## src/rtl/bram_arbiter.sv

```systemverilog
// bram_arbiter: two-requester (DMA, CPU) round-robin arbiter in front of a
// single-port BRAM controller, with per-requester read-outstanding tracking.
//
// Ports:
//   clk, rst                 clock, asynchronous active-high reset
//   dma_req/wr/addr/wdata    DMA request (held until dma_gnt)
//   dma_gnt                  DMA request accepted this cycle (combinational)
//   cpu_req/wr/addr/wdata    CPU request (held until cpu_gnt)
//   cpu_gnt                  CPU request accepted this cycle (combinational)
//   WR, In_valid, Addr, Di   registered issue to the BRAM controller
//   reader_sel               0 = DMA, 1 = CPU (registered with the issue)
//   dma_in_valid             read data returned to DMA
//   cache_in_valid           read data returned to CPU
//   idle                     nothing outstanding and nothing being issued
//   rsp_err                  sticky: return pulse seen with zero outstanding
module bram_arbiter #(
  parameter int unsigned MAX_OUTSTANDING = 9
) (
  input  logic        clk,
  input  logic        rst,
  input  logic        dma_req,
  input  logic        dma_wr,
  input  logic [12:0] dma_addr,
  input  logic [31:0] dma_wdata,
  output logic        dma_gnt,
  input  logic        cpu_req,
  input  logic        cpu_wr,
  input  logic [12:0] cpu_addr,
  input  logic [31:0] cpu_wdata,
  output logic        cpu_gnt,
  output logic        WR,
  output logic        In_valid,
  output logic [12:0] Addr,
  output logic [31:0] Di,
  output logic        reader_sel,
  input  logic        dma_in_valid,
  input  logic        cache_in_valid,
  output logic        idle,
  output logic        rsp_err
);

  localparam int unsigned AW = 13;
  localparam int unsigned DW = 32;
  localparam int unsigned CW = 4;

  typedef enum logic {
    SRC_DMA = 1'b0,
    SRC_CPU = 1'b1
  } src_e;

  logic [CW-1:0] r_dma_cnt;
  logic [CW-1:0] r_cpu_cnt;
  src_e          r_last_grant;
  logic          r_in_valid;
  logic          r_wr;
  logic [AW-1:0] r_addr;
  logic [DW-1:0] r_di;
  src_e          r_sel;
  logic          r_rsp_err;

  logic          w_dma_elig;
  logic          w_cpu_elig;
  logic          w_dma_gnt;
  logic          w_cpu_gnt;
  logic          w_dma_rd;
  logic          w_cpu_rd;
  logic          w_spurious;

  // Saturating outstanding counter: simultaneous issue and return cancel out,
  // a return with nothing outstanding is ignored (and flagged elsewhere).
  function automatic logic [CW-1:0] next_cnt(input logic [CW-1:0] cnt,
                                             input logic inc,
                                             input logic dec);
    logic [CW-1:0] res;
    res = cnt;
    if (inc && !dec) begin
      res = cnt + CW'(1);
    end else if (dec && !inc && (cnt != '0)) begin
      res = cnt - CW'(1);
    end
    return res;
  endfunction

  // Eligibility and round-robin pick; a blocked read never masks the other side.
  always_comb begin
    w_dma_elig = dma_req & (dma_wr | (r_dma_cnt < CW'(MAX_OUTSTANDING)));
    w_cpu_elig = cpu_req & (cpu_wr | (r_cpu_cnt < CW'(MAX_OUTSTANDING)));
    w_dma_gnt  = ~rst & w_dma_elig & (~w_cpu_elig | (r_last_grant == SRC_CPU));
    w_cpu_gnt  = ~rst & w_cpu_elig & ~w_dma_gnt;
    w_dma_rd   = w_dma_gnt & ~dma_wr;
    w_cpu_rd   = w_cpu_gnt & ~cpu_wr;
    w_spurious = (dma_in_valid & (r_dma_cnt == '0)) |
                 (cache_in_valid & (r_cpu_cnt == '0));
  end

  assign dma_gnt = w_dma_gnt;
  assign cpu_gnt = w_cpu_gnt;

  // Issue register: one In_valid pulse per grant, payload held between pulses.
  always_ff @(posedge clk or posedge rst) begin
    if (rst) begin
      r_in_valid   <= 1'b0;
      r_wr         <= 1'b0;
      r_addr       <= '0;
      r_di         <= '0;
      r_sel        <= SRC_DMA;
      r_last_grant <= SRC_CPU;
    end else begin
      r_in_valid <= w_dma_gnt | w_cpu_gnt;
      if (w_dma_gnt) begin
        r_wr         <= dma_wr;
        r_addr       <= dma_addr;
        r_di         <= dma_wdata;
        r_sel        <= SRC_DMA;
        r_last_grant <= SRC_DMA;
      end else if (w_cpu_gnt) begin
        r_wr         <= cpu_wr;
        r_addr       <= cpu_addr;
        r_di         <= cpu_wdata;
        r_sel        <= SRC_CPU;
        r_last_grant <= SRC_CPU;
      end
    end
  end

  // Outstanding read counters and sticky response error.
  always_ff @(posedge clk or posedge rst) begin
    if (rst) begin
      r_dma_cnt <= '0;
      r_cpu_cnt <= '0;
      r_rsp_err <= 1'b0;
    end else begin
      r_dma_cnt <= next_cnt(r_dma_cnt, w_dma_rd, dma_in_valid);
      r_cpu_cnt <= next_cnt(r_cpu_cnt, w_cpu_rd, cache_in_valid);
      if (w_spurious) begin
        r_rsp_err <= 1'b1;
      end
    end
  end

  assign In_valid   = r_in_valid;
  assign WR         = r_wr;
  assign Addr       = r_addr;
  assign Di         = r_di;
  assign reader_sel = r_sel;
  assign rsp_err    = r_rsp_err;
  assign idle       = (r_dma_cnt == '0) & (r_cpu_cnt == '0) & ~r_in_valid;

endmodule
```

## config.mk

```make
export PLATFORM = sky130hd
export DESIGN_NAME = bram_arbiter
export DESIGN_NICKNAME = d
export VERILOG_FILES = /design/src/rtl/bram_arbiter.sv
export SDC_FILE = /design/constraint.sdc
export NUM_CORES = 1
export LEC_CHECK = 0
export BUFFER_PORTS_ARGS = -buffer_cell sky130_fd_sc_hd__buf_4
export CAP_MARGIN = 20
export CORE_MARGIN = 1.5
export CORE_UTILIZATION = 48
export CTS_CLUSTER_DIAMETER = 40
export DETAILED_ROUTE_END_ITERATION = 6
export MAX_ROUTING_LAYER = met4
export PLACE_DENSITY_LB_ADDON = 0.05
export SYNTH_ARGS = -nofsm -noshare
export SYNTH_HDL_FRONTEND = slang
export SYNTH_SLANG_ARGS = --single-unit
export TNS_END_PERCENT = 50
```

## constraint.sdc

```tcl
create_clock -name clk -period 6.88 [get_ports clk]
set_input_delay 2.064 -clock clk [delete_from_list [all_inputs] [get_ports clk]]
set_output_delay 2.064 -clock clk [all_outputs]
set_load 0.02 [all_outputs]
```

# Yosys cells after proc, flatten, opt, wreduce, memory -nomap -nowiden
# Index checks and enable logic that the tools add are counted.
# totals
out_inout_bits	52
register_bits	58
elab_cells	67
inputBits	98
# op_classes
n_reduce_logical	17
addsub	4
magnitude_cmp	2
n_mux	12
n_bitwise	23
# op_table
operator	count
two-way mux 32 bit	2
two-way mux 13 bit	2
two-way mux 4 bit	4
AND 1 bit	12
adder 4 x 1 -> 4 bit (second input constant)	2
zero test 4 bit	2
less-than comparator 4 bit (second input constant)	2
nonzero test 4 bit	2
subtractor 4 x 1 -> 4 bit (second input constant)	2
logical AND 1 bit	6
NOT 1 bit	6
nonzero test 2 bit	3
OR 1 bit	5
zero test 1 bit	4
two-way mux 1 bit	4

# Logic depth before layout (Yosys ltp)
# Gate-level depths: netlist of the first run.
# logic_depth
ltp_word	14
depth_mapped	10
mapped_depth_nobuf	10

# Worst setup path after synthesis of the first run
# Ideal clock, no wire load.
# synth_path
path_type	in2out
start	input rst
end	output cpu_gnt
required_time_ns	4.816
n_path_buf	3
t_arrival_ns	2.996
setup_slack_ns	1.820
stages	7
cell_sequence	or2_0 > o22ai_1 > nor2b_1 > buf_2 > nor2b_1 > buf_6 > buf_6
# synth_between
elab_chain_cells	5
elab_cells_between_ends	6
cone_classes	6 x bitwise
# synth_rtl
element	line_no	text
start: declaration	20	input logic rst,
NOT 1 bit (*)	88, 89	
AND 1 bit (2 in a row)	88	w_dma_gnt = ~rst & w_dma_elig & (~w_cpu_elig | (r_last_grant == SRC_CPU));
NOT 1 bit	89	w_cpu_gnt = ~rst & w_cpu_elig & ~w_dma_gnt;
AND 1 bit (*)	89	
end: declaration	30	output logic cpu_gnt,
# Every way passes the cells marked *; elsewhere a longest branch is shown, timed or not.

# Final worst setup path of the first run
# layout_path
start	input dma_wr
end	output cpu_gnt
# layout_between
elab_chain_cells	6
# layout_rtl
element	line_no	text
start: declaration	22	input logic dma_wr,
OR 1 bit	86	w_dma_elig = dma_req & (dma_wr | (r_dma_cnt < CW'(MAX_OUTSTANDING)));
AND 1 bit	86	
AND 1 bit (2 in a row)	88	
NOT 1 bit	89	
AND 1 bit	89	
# Every way passes these cells.

==> results of run 1 <==
## state kept, by name, summed over array words and instances (netlist names)
signal,flops
reader_sel,1
rsp_err,1
r_dma_cnt,4
Di,32
r_last_grant,1
Addr,13
r_cpu_cnt,4
WR,1
In_valid,1
## how the worst max path moves through the flow
stage	start	to	slack, ns	cells after the start
floorplan	rst	cpu_gnt	1.82	7
global placement	dma_wr	cpu_gnt	1.03	5
detailed placement	dma_wr	cpu_gnt	0.98	5
CTS	dma_wr	cpu_gnt	0.98	5
global route	dma_wr	cpu_gnt	0.90	5
finish	dma_wr	cpu_gnt	1.01	5
## synth_stat cells (3+ instances only)
cell type                  number  area [um2]
sky130_fd_sc_hd__xnor2_1        6        52.6
sky130_fd_sc_hd__nor2_1         8        30.0
sky130_fd_sc_hd__dfrtp_1       57        1430
sky130_fd_sc_hd__nor2b_1       50         313
sky130_fd_sc_hd__ha_1           4        50.1
sky130_fd_sc_hd__clkbuf_1       5        18.8
sky130_fd_sc_hd__a221o_1       45         450
sky130_fd_sc_hd__inv_1          6        22.5
sky130_fd_sc_hd__buf_2          4        20.0
sky130_fd_sc_hd__mux2i_1        3        30.0
sky130_fd_sc_hd__a21oi_1        3        15.0
sky130_fd_sc_hd__buf_6          7        78.8
sky130_fd_sc_hd__mux2_2         4        45.0
## power by group through the flow
stage / Clock (uW) / Sequential, uW / Combinational [uW]
after floorplan: 0 / 710 / 343
after global placement: 0 / 585 / 753
after detailed placement: 0 / 585 / 770
after CTS: 329 / 588 / 774
after global routing: 345 / 608 / 825
final: 325 / 587 / 767
## layer usage
| metal | global-route usage | share of wire | routed length, um |
|---|---|---|---|
| met1 | 0.342 | 0.42 | 3180 |
| met2 | 0.382 | 0.50 | 3770 |
| met3 | 0.0552 | 0.065 | 489 |
| met4 | 0.0982 | 0.015 | 114 |
| met5 | - | 0 | 0 |
## cell type report
type,count,area (um2)
flip-flops and latches,58,1450
repair buffers,152,1140
fillers,437,1440
multi-input cells,147,1220
clock buffers,13,169
well taps,72,90.1
inverters,6,22.5
clock inverters,2,35.0
## logic make-up after synthesis
| kind of cell | after synthesis | synth area share |
|---|---|---|
| xor gates and xnor gates | 7 | 0.0220 |
| buffers and inverters | 22 | 0.0502 |
| and+or+nand+nor | 67 | 0.143 |
| adders and majority gates | 6 | 0.0323 |
| AOI/OAI and AO/OA | 60 | 0.206 |
| DFF | 58 | 0.520 |
| muxes | 7 | 0.0269 |
## worst min-delay path, delay by kind of cell (launching register included)
family | cells | cell delay, ns
DFF | 1 | 0.35
buffers and inverters | 1 | 0.04
AOI/OAI and AO/OA | 1 | 0.06
## per-stage QoR
| step | std cells | setup slack (ns) | power (uW) |
|---|---|---|---|
| 2_1_floorplan | 227 | 1.82 | 1050 |
| 3_3_place_gp | 435 | 1.03 | 1340 |
| 3_5_place_dp | 435 | 0.982 | 1350 |
| 4_1_cts | 450 | 0.983 | 1690 |
| 5_1_grt | 450 | 0.896 | 1780 |
| 6_report | 450 | 1.01 | 1680 |
==> flow_metrics.py, run 1 <==
metrics = {
    "hold_path": {
        "hold_crit_endpoint": "rsp_err",
        "min_delay_path_depth": 2,
        "min-delay-path-class": "flop to flop",
        "hp-start": "rsp_err",
    },
    "final_layout": {
        "flow.area_growth_from_synthesis_pct": 48.0,
        "final_cell_mix": "sky130_fd_sc_hd__buf_4, sky130_fd_sc_hd__dfrtp_1, sky130_fd_sc_hd__nor2b_1",
        "diodes": 0,
        "utilization": 0.741,
        "fraction_of_layout_instances_using_a_drive_strength_above_1": 0.468,
        "most_common_cell_after_layout_fill_and_taps_aside": "sky130_fd_sc_hd__buf_4",
        "num-nets-final": 478,
        "layout.cell_area.non_filler_um2": 4130,
    },
    "logic_synthesis": {
        "synthesis.nets": 331,
        "synth-seq-area-share": 0.520,
        "syn-cell-area_um2": 2790,
        "syn_area_per_cell_um2": 12.3,
        "ys_types": 31,
        "synth_edf_count": 0,
        "synthesis.yosys.warnings": 0,
        "yosys_most_used_dff": "sky130_fd_sc_hd__dfrtp_1",
        "ys_seq_elements": 58,
        "netlist_instances": 227,
        "async_reset_ff_frac": 1.00,
    },
    "clocking": {
        "tritoncts_num_sinks": 58,
        "tritoncts": "done",
        "post_cts.resized_instances": 0,
        "worst_skew_pair.late_latency_ns": 0.33,
        "clk_path_buf_depth": 2,
        "cts.repair_timing.setup_buffer_count": 0,
        "cts-hold-fix-buffers": 0,
        "clock_tree.htree_level_count": 3,
        "cts_bufs_inserted": 9,
        "clock_slew_at_the_register_clock_pins_of_the_worst_setup_and_hold_paths_ns": 0.06,
        "clock_tree.root_cell": "sky130_fd_sc_hd__clkbuf_8",
    },
    "pwr": {
        "power_frac_clock": 0.193,
        "switching_power_uw": 616,
        "intPower_uw": 1060,
        "p_leak_uw": 0.00199,
        "seq_power_share": 0.350,
        "combinational_share_of_power": 0.457,
        "power.density_nw_per_um2": 406,
        "vdd_ir_drop_max_mv": 0.202,
        "power.switching_fraction": 0.367,
    },
    "placed_design": {
        "placement.cell_area_um2": 3930,
        "dp_hpwl_um": 5280,
        "place_congestion": 0.796,
        "portBuffers": 149,
    },
    "critical_path": {
        "cp_data_arrival_time_ns": 3.80,
        "ff2ff_setup_slack_ns": 4.06,
        "critPathLaunchType": "primary input",
        "timing.critical_path.max_delay_family": "simple AND/OR/NAND/NOR gates",
        "capturing_element_type_of_the_critical_path": "primary output",
        "critical_path.cell_chain": "buf_4 -> o21ai_1 -> nor2b_4 -> nor2b_4 -> buf_4",
        "timing.critical_path.slowest_stage_cell": "sky130_fd_sc_hd__nor2b_4",
        "critPathBufInv": 2,
        "criticalPathCategory": "primary input to primary output",
        "reg2reg_depth": 10,
        "r2r-start": "r_dma_cnt[0]",
        "critPathMaxStageDelay_ns": 0.84,
        "maximum_fanout_encountered_on_the_critical_timing_path": 46,
        "worstPathRequired_ns": 4.82,
        "r2r-end": "r_cpu_cnt[3]",
    },
    "floorplan": {
        "die_area_um2": 6280,
        "std_cell_core_area_um2": 5570,
        "die_w_um": 79.3,
        "io_pins": 150,
        "initial_utilization": 0.501,
        "chipHeight_um": 79.3,
        "placementRows": 27,
    },
    "timing": {
        "min_period_over_period": 0.853,
        "rsz0062_at_grt": "false",
        "worst_clock_skew_ns": 0.00556,
        "report.final.slew_viol_count": 0,
        "slew-limit-headroom": 0.278,
        "finalSetupViolCount": 0,
        "final.min_clock_period_ns": 5.87,
        "worst_pin_slew_ns": 1.08,
        "final_hold_viol_count": 0,
        "fmax_ghz": 0.170,
        "final.setup.tns_ns": 0,
        "hold-worst-slack_ns": 0.491,
    },
    "grt": {
        "grt_antenna_before_repair": 0,
        "global_route_wire_length_before_repair_um": 11900,
        "globalRoute.totalOverflow": 0,
        "gr-usage-all-layers": 0.256,
        "grt_start_max_net_pins": 51,
        "first_global_vias": 2404,
    },
    "flow_run": {
        "max_cap_violations": 0,
    },
    "route": {
        "wirelength_um": 7550,
        "route.detailed.wl_per_inst_um": 16.8,
        "avgViaCountPerCell": 5.37,
        "drt-initial-drc-count": 165,
        "via_count": 2417,
        "detail-route-antenna-nets": 0,
        "drc_errors": 0,
        "first_pass_iters": 4,
    },
    "outcome": {
        "result_of_the_run": "finished, final reports clean",
    },
}
No activity file was read; power rests on OpenSTA's default activity.
==> inputs of run 2 (changes only) <==
- CORE_UTILIZATION: 48 -> 45
- clock period: 6.88 -> 6.6 ns (I/O delays scaled with it)
==> flow_metrics.py, run 2 (synthesis results as in run 1) <==
metrics = {
    "placed_design": {
        "portBuffers": 149,
        "pre_cts_slack_ns": 1.33,
        "place_congestion": 0.811,
        "dp_hpwl_um": 5170,
    },
    "grt": {
        "grt_start_max_net_pins": 59,
        "globalRoute.totalOverflow": 0,
        "grt_antenna_before_repair": 0,
        "global_route_wire_length_before_repair_um": 10900,
        "first_global_vias": 2361,
        "gr-usage-all-layers": 0.227,
    },
    "critical_path": {
        "ff2ff_setup_slack_ns": 3.83,
        "worstPathRequired_ns": 4.62,
        "capturing_element_type_of_the_critical_path": "primary output",
        "reg2reg_depth": 10,
        "critical_path.cell_chain": "buf_4 -> or2_0 -> o22ai_1 -> nor2b_4 -> nor2b_4 -> buf_4",
        "cp_data_arrival_time_ns": 3.30,
        "critPathLaunchType": "primary input",
        "critPathMaxStageDelay_ns": 0.50,
        "criticalPathCategory": "primary input to primary output",
        "timing.critical_path.slowest_stage_cell": "sky130_fd_sc_hd__nor2b_4",
        "maximum_fanout_encountered_on_the_critical_timing_path": 19,
        "r2r-end": "r_cpu_cnt[3]",
        "r2r-start": "r_dma_cnt[0]",
    },
    "route": {
        "first_pass_iters": 4,
        "drt-initial-drc-count": 90,
        "detail-route-antenna-nets": 0,
        "wirelength_um": 7320,
        "drc_errors": 0,
        "avgViaCountPerCell": 5.28,
        "route.detailed.wl_per_inst_um": 16.1,
        "via_count": 2402,
    },
    "pwr": {
        "vdd_ir_drop_max_mv": 0.255,
        "design_power_total_uw": 1730,
        "power.switching_fraction": 0.363,
        "p_leak_uw": 0.00199,
        "combinational_share_of_power": 0.459,
        "switching_power_uw": 628,
        "power_frac_clock": 0.189,
        "power.density_nw_per_um2": 418,
        "intPower_uw": 1100,
        "seq_power_share": 0.352,
    },
    "timing": {
        "finalSetupViolCount": 0,
        "min_period_over_period": 0.800,
        "fmax_ghz": 0.190,
        "final_hold_viol_count": 0,
        "report.final.slew_viol_count": 0,
        "slew-limit-headroom": 0.516,
        "rsz0062_at_grt": "false",
        "final.setup.tns_ns": 0,
        "worst_clock_skew_ns": 0.0104,
        "worst_pin_slew_ns": 0.727,
        "final.min_clock_period_ns": 5.28,
        "post-route-worst-setup-slack_ns": 1.32,
    },
    "final_layout": {
        "flow.area_growth_from_synthesis_pct": 48.2,
        "diodes": 0,
        "most_common_cell_after_layout_fill_and_taps_aside": "sky130_fd_sc_hd__buf_4",
        "fraction_of_layout_instances_using_a_drive_strength_above_1": 0.466,
        "largest_register_ffs": 32,
        "final_cell_mix": "sky130_fd_sc_hd__buf_4, sky130_fd_sc_hd__dfrtp_1, sky130_fd_sc_hd__nor2b_1",
        "num-nets-final": 479,
    },
    "floorplan": {
        "die_area_um2": 6680,
        "placementRows": 28,
        "chipHeight_um": 81.8,
        "std_cell_core_area_um2": 5960,
        "die_w_um": 81.8,
        "initial_utilization": 0.469,
        "io_pins": 150,
    },
    "clocking": {
        "cts.repair_timing.setup_buffer_count": 0,
        "clock_slew_at_the_register_clock_pins_of_the_worst_setup_and_hold_paths_ns": 0.06,
        "cts_bufs_inserted": 9,
        "cts-hold-fix-buffers": 0,
        "worst_skew_pair.late_latency_ns": 0.33,
        "post_cts.resized_instances": 0,
        "clock_tree.root_cell": "sky130_fd_sc_hd__clkbuf_8",
        "clk_path_buf_depth": 2,
        "tritoncts_num_sinks": 58,
        "tritoncts": "done",
        "clock_tree.htree_level_count": 3,
    },
    "outcome": {
        "result_of_the_run": "finished, final reports clean",
    },
    "flow_run": {
        "max_cap_violations": 0,
    },
    "hold_path": {
        "hold_crit_endpoint": "rsp_err",
        "min-delay-path-class": "flop to flop",
        "min_delay_path_depth": 2,
        "hp-start": "rsp_err",
    },
}
-- run 2: worst max-delay path by stage --
stage | startpoint | end | slack [ns] | cells after the start
5_1_grt | rst | cpu_gnt | 1.26 | 6
6_report | rst | cpu_gnt | 1.32 | 6
4_1_cts | rst | cpu_gnt | 1.32 | 6
3_5_place_dp | rst | cpu_gnt | 1.33 | 6
3_3_place_gp | rst | cpu_gnt | 1.37 | 6
2_1_floorplan | rst | cpu_gnt | 1.71 | 7
-- run 2: area by class of cell --
class                      instances  area, um2
fill                             464       1820
sequential                        58       1450
multi-input combinational        147       1220
timing repair buffer             153       1150
clock buffer                      14        163
tap                               75       93.8
clock inverter                     2       35.0
inverter                           6       22.5
-- run 2: power groups by stage --
stage	sequential, uW	clock [uW]	combinational (uW)
floorplan	740	0	358
global placement	610	0	788
detailed placement	608	0	803
CTS	609	334	803
global route	628	349	858
finish	608	326	793
-- run 2: critical path: cells and delay by family --
kind                   cells  cell delay, ns
AO/OA/AOI/OAI              1            0.20
AND/OR/NAND/NOR            3            0.80
buffers and inverters      2            0.31
-- run 2: metrics by stage --
stage | utilization | std cells | hold WS [ns] | instance area [um2]
2_1_floorplan | - | 227 | 0.477 | 2790
3_3_place_gp | 0.661 | 439 | 0.469 | 3940
3_5_place_dp | 0.661 | 439 | 0.484 | 3940
4_1_cts | 0.695 | 455 | 0.499 | 4140
5_1_grt | 0.695 | 455 | 0.527 | 4140
6_report | 0.695 | 455 | 0.491 | 4140
-- run 2: layer usage --
metal / part of all wire / global-route usage / vias to the layer above
met5: 0 / - / -
li1: - / - / 1141
met1: 0.42 / 0.270 / 1143
met3: 0.069 / 0.0656 / 17
met4: 0.026 / 0.108 / 0
met2: 0.48 / 0.352 / 101
==> inputs of run 3 (changes only) <==
- ABC_AREA: unset -> 1
- CORE_UTILIZATION: 45 -> 46
- clock period: 6.6 -> 5.05 ns (I/O delays scaled with it)
==> flow_metrics.py, run 3 <==
metrics = {
    "outcome": {
        "result_of_the_run": "finished with violations",
        "failed_checks": "DRC",
    },
    "clocking": {
        "cts_bufs_inserted": 9,
        "cts.repair_timing.setup_buffer_count": 0,
        "clk_path_buf_depth": 2,
        "tritoncts_num_sinks": 58,
        "clock_tree.htree_level_count": 3,
        "clock_tree.root_cell": "sky130_fd_sc_hd__clkbuf_8",
        "post_cts.resized_instances": 0,
        "clock_slew_at_the_register_clock_pins_of_the_worst_setup_and_hold_paths_ns": 0.07,
        "worst_skew_pair.late_latency_ns": 0.32,
        "tritoncts": "done",
        "cts-hold-fix-buffers": 0,
    },
    "timing": {
        "worst_clock_skew_ns": 0.0101,
        "final.setup.tns_ns": 0,
        "min_period_over_period": 0.833,
        "rsz0062_at_grt": "false",
        "fmax_ghz": 0.238,
        "finalSetupViolCount": 0,
        "slew-limit-headroom": 0.357,
        "report.final.slew_viol_count": 0,
        "final_hold_viol_count": 0,
        "worst_pin_slew_ns": 0.964,
        "final.min_clock_period_ns": 4.21,
    },
    "logic_synthesis": {
        "most_instantiated_library_cell_after_synthesis": "sky130_fd_sc_hd__nand3_1",
        "synthesis.yosys.warnings": 0,
        "async_reset_ff_frac": 1.00,
        "syn-cell-area_um2": 3090,
        "synth_top_cells_by_count": "sky130_fd_sc_hd__nand3_1, sky130_fd_sc_hd__nand2_1, sky130_fd_sc_hd__dfrtp_1",
        "synth-seq-area-share": 0.469,
        "ys_seq_elements": 58,
        "synth_edf_count": 0,
        "syn_area_per_cell_um2": 8.79,
        "netlist_instances": 352,
        "ys_types": 28,
        "synthDominantAreaCellType": "sky130_fd_sc_hd__dfrtp_1",
        "yosys-top-cells-area": "sky130_fd_sc_hd__dfrtp_1, sky130_fd_sc_hd__nand3_1, sky130_fd_sc_hd__nand2_1, sky130_fd_sc_hd__buf_6, sky130_fd_sc_hd__nand3_2",
        "yosys_most_used_dff": "sky130_fd_sc_hd__dfrtp_1",
        "netlist.area_leader.share": 0.461,
        "synthesis.nets": 456,
    },
    "critical_path": {
        "capturing_element_type_of_the_critical_path": "primary output",
        "critPathLaunchType": "primary input",
        "critPathBufInv": 3,
        "timing.critical_path.max_delay_family": "buffers and inverters",
        "r2r-end": "r_cpu_cnt[3]",
        "critPathMaxStageDelay_ns": 0.39,
        "cp_data_arrival_time_ns": 2.69,
        "worstPathRequired_ns": 3.54,
        "timing.critical_path.slowest_stage_cell": "sky130_fd_sc_hd__inv_4",
        "critical_path.cell_chain": "buf_4 -> nor2_1 -> nand2_2 -> nand3_2 -> nand2_4 -> inv_4 -> nor2_1 -> buf_4",
        "r2r-start": "r_cpu_cnt[0]",
        "ff2ff_setup_slack_ns": 2.03,
        "worstSetupPathDepth": 8,
        "maximum_fanout_encountered_on_the_critical_timing_path": 51,
        "reg2reg_depth": 15,
        "criticalPathCategory": "primary input to primary output",
    },
    "grt": {
        "first_global_vias": 2884,
        "gr-usage-all-layers": 0.233,
        "global_route_wire_length_before_repair_um": 13100,
        "grt_start_max_net_pins": 96,
        "globalRoute.totalOverflow": 0,
        "grt_antenna_before_repair": 0,
    },
    "hold_path": {
        "min_delay_path_depth": 1,
        "min-delay-path-class": "flop to flop",
        "hold_crit_endpoint": "reader_sel",
        "hp-start": "reader_sel",
    },
    "pwr": {
        "vdd_ir_drop_max_mv": 0.247,
        "power.density_nw_per_um2": 507,
        "p_leak_uw": 0.00224,
    },
    "route": {
        "first_pass_iters": 7,
        "route.detailed.wl_per_inst_um": 14.1,
        "via_count": 3002,
        "avgViaCountPerCell": 5.24,
        "drc_errors": 10,
        "wirelength_um": 8100,
        "drt-initial-drc-count": 271,
        "detail-route-antenna-nets": 0,
    },
    "final_layout": {
        "final.fill_count": 551,
        "num-nets-final": 595,
        "fraction_of_layout_instances_using_a_drive_strength_above_1": 0.393,
        "largest_register_ffs": 32,
        "post_layout_nonfiller_instances": 573,
        "final_cell_mix": "sky130_fd_sc_hd__buf_4, sky130_fd_sc_hd__nand3_1, sky130_fd_sc_hd__nand2_1",
        "most_common_cell_after_layout_fill_and_taps_aside": "sky130_fd_sc_hd__buf_4",
        "flow.area_growth_from_synthesis_pct": 40.2,
        "diodes": 0,
    },
    "placed_design": {
        "dpl.cell_count": 557,
        "portBuffers": 149,
        "dp_hpwl_um": 5540,
        "place_congestion": 0.899,
    },
    "floorplan": {
        "initial_utilization": 0.482,
        "die_area_um2": 7230,
        "chipHeight_um": 85.0,
        "std_cell_core_area_um2": 6420,
        "die_w_um": 85.0,
        "io_pins": 150,
        "placementRows": 29,
    },
    "flow_run": {
        "max_cap_violations": 0,
    },
}
[run 3: cell count changes after synthesis, sizes merged, moves of 3 or more]
| cell | change |
|---|---|
| a221o | -44 |
| buf | +14 |
| clkbuf | -5 |
| inv | +9 |
| mux2 | -4 |
| mux2i | -3 |
| nand2 | +75 |
| nand3 | +145 |
| nor2 | +3 |
| nor2b | -50 |
| xnor2 | -6 |
| xor2 | +3 |
[run 3: layout make-up]
| type | instances | area [um2] | share of cell area |
|---|---|---|---|
| sequential | 58 | 1450 | 0.335 |
| multi-input combinational | 254 | 1370 | 0.315 |
| timing repair buffer | 153 | 1150 | 0.265 |
| clock buffer | 12 | 165 | 0.0381 |
| tap | 77 | 96.3 | 0.0222 |
| inverter | 15 | 58.8 | 0.0136 |
| clock inverter | 4 | 48.8 | 0.0113 |
[run 3: where the power goes]
part	switching, uW	leakage [uW]	internal [uW]
logic	559	0.00142	421
clock network	182	0.000112	268
registers	123	0.000708	649
[run 3: per-layer routing]
| layer | vias up | global-route usage | share of wire |
|---|---|---|---|
| li1 | 1469 | - | - |
| met1 | 1407 | 0.293 | 0.41 |
| met2 | 114 | 0.376 | 0.50 |
| met3 | 12 | 0.0438 | 0.074 |
| met4 | 0 | 0.0864 | 0.016 |
| met5 | - | - | 0 |
[run 3: cells by family (layout without fill, tap and decap cells)]
group | count (synthesis) | in the layout | synth area share
AND/OR/NAND/NOR | 234 | 234 | 0.380
flip-flops | 58 | 58 | 0.469
buffers and inverters | 40 | 184 | 0.0890
AO/OA/AOI/OAI | 10 | 10 | 0.0210
adder cells (fa/ha/maj) | 6 | 6 | 0.0291
XOR/XNOR | 4 | 4 | 0.0113
[run 3: worst max path at each step]
stage / from / end / slack [ns]
6_report: cpu_wr / cpu_gnt / 0.84
5_1_grt: cpu_wr / cpu_gnt / 0.74
4_1_cts: cpu_wr / cpu_gnt / 0.85
3_5_place_dp: cpu_wr / cpu_gnt / 0.85
3_3_place_gp: rst / cpu_gnt / 0.90
2_1_floorplan: rst / cpu_gnt / 0.47
[run 3: worst reg2reg max path, delay by kind of cell (launching register included)]
| kind | cells | cell delay (ns) |
|---|---|---|
| and+or+nand+nor | 11 | 1.11 |
| buffers and inverters | 1 | 0.70 |
| DFF | 1 | 0.44 |
| adders and majority gates | 1 | 0.41 |
| AOI/OAI and AO/OA | 2 | 0.31 |
[run 3: metrics by stage]
step	hold slack, ns	utilization	area (um2)	worst slack, ns	total power (uW)
after floorplan	0.462	-	3090	0.465	1390
after global placement	0.475	0.642	4120	0.898	1740
after detailed placement	0.483	0.642	4120	0.855	1770
after CTS	0.501	0.675	4340	0.851	2220
after global routing	0.511	0.675	4340	0.744	2360
final	0.496	0.675	4340	0.844	2200
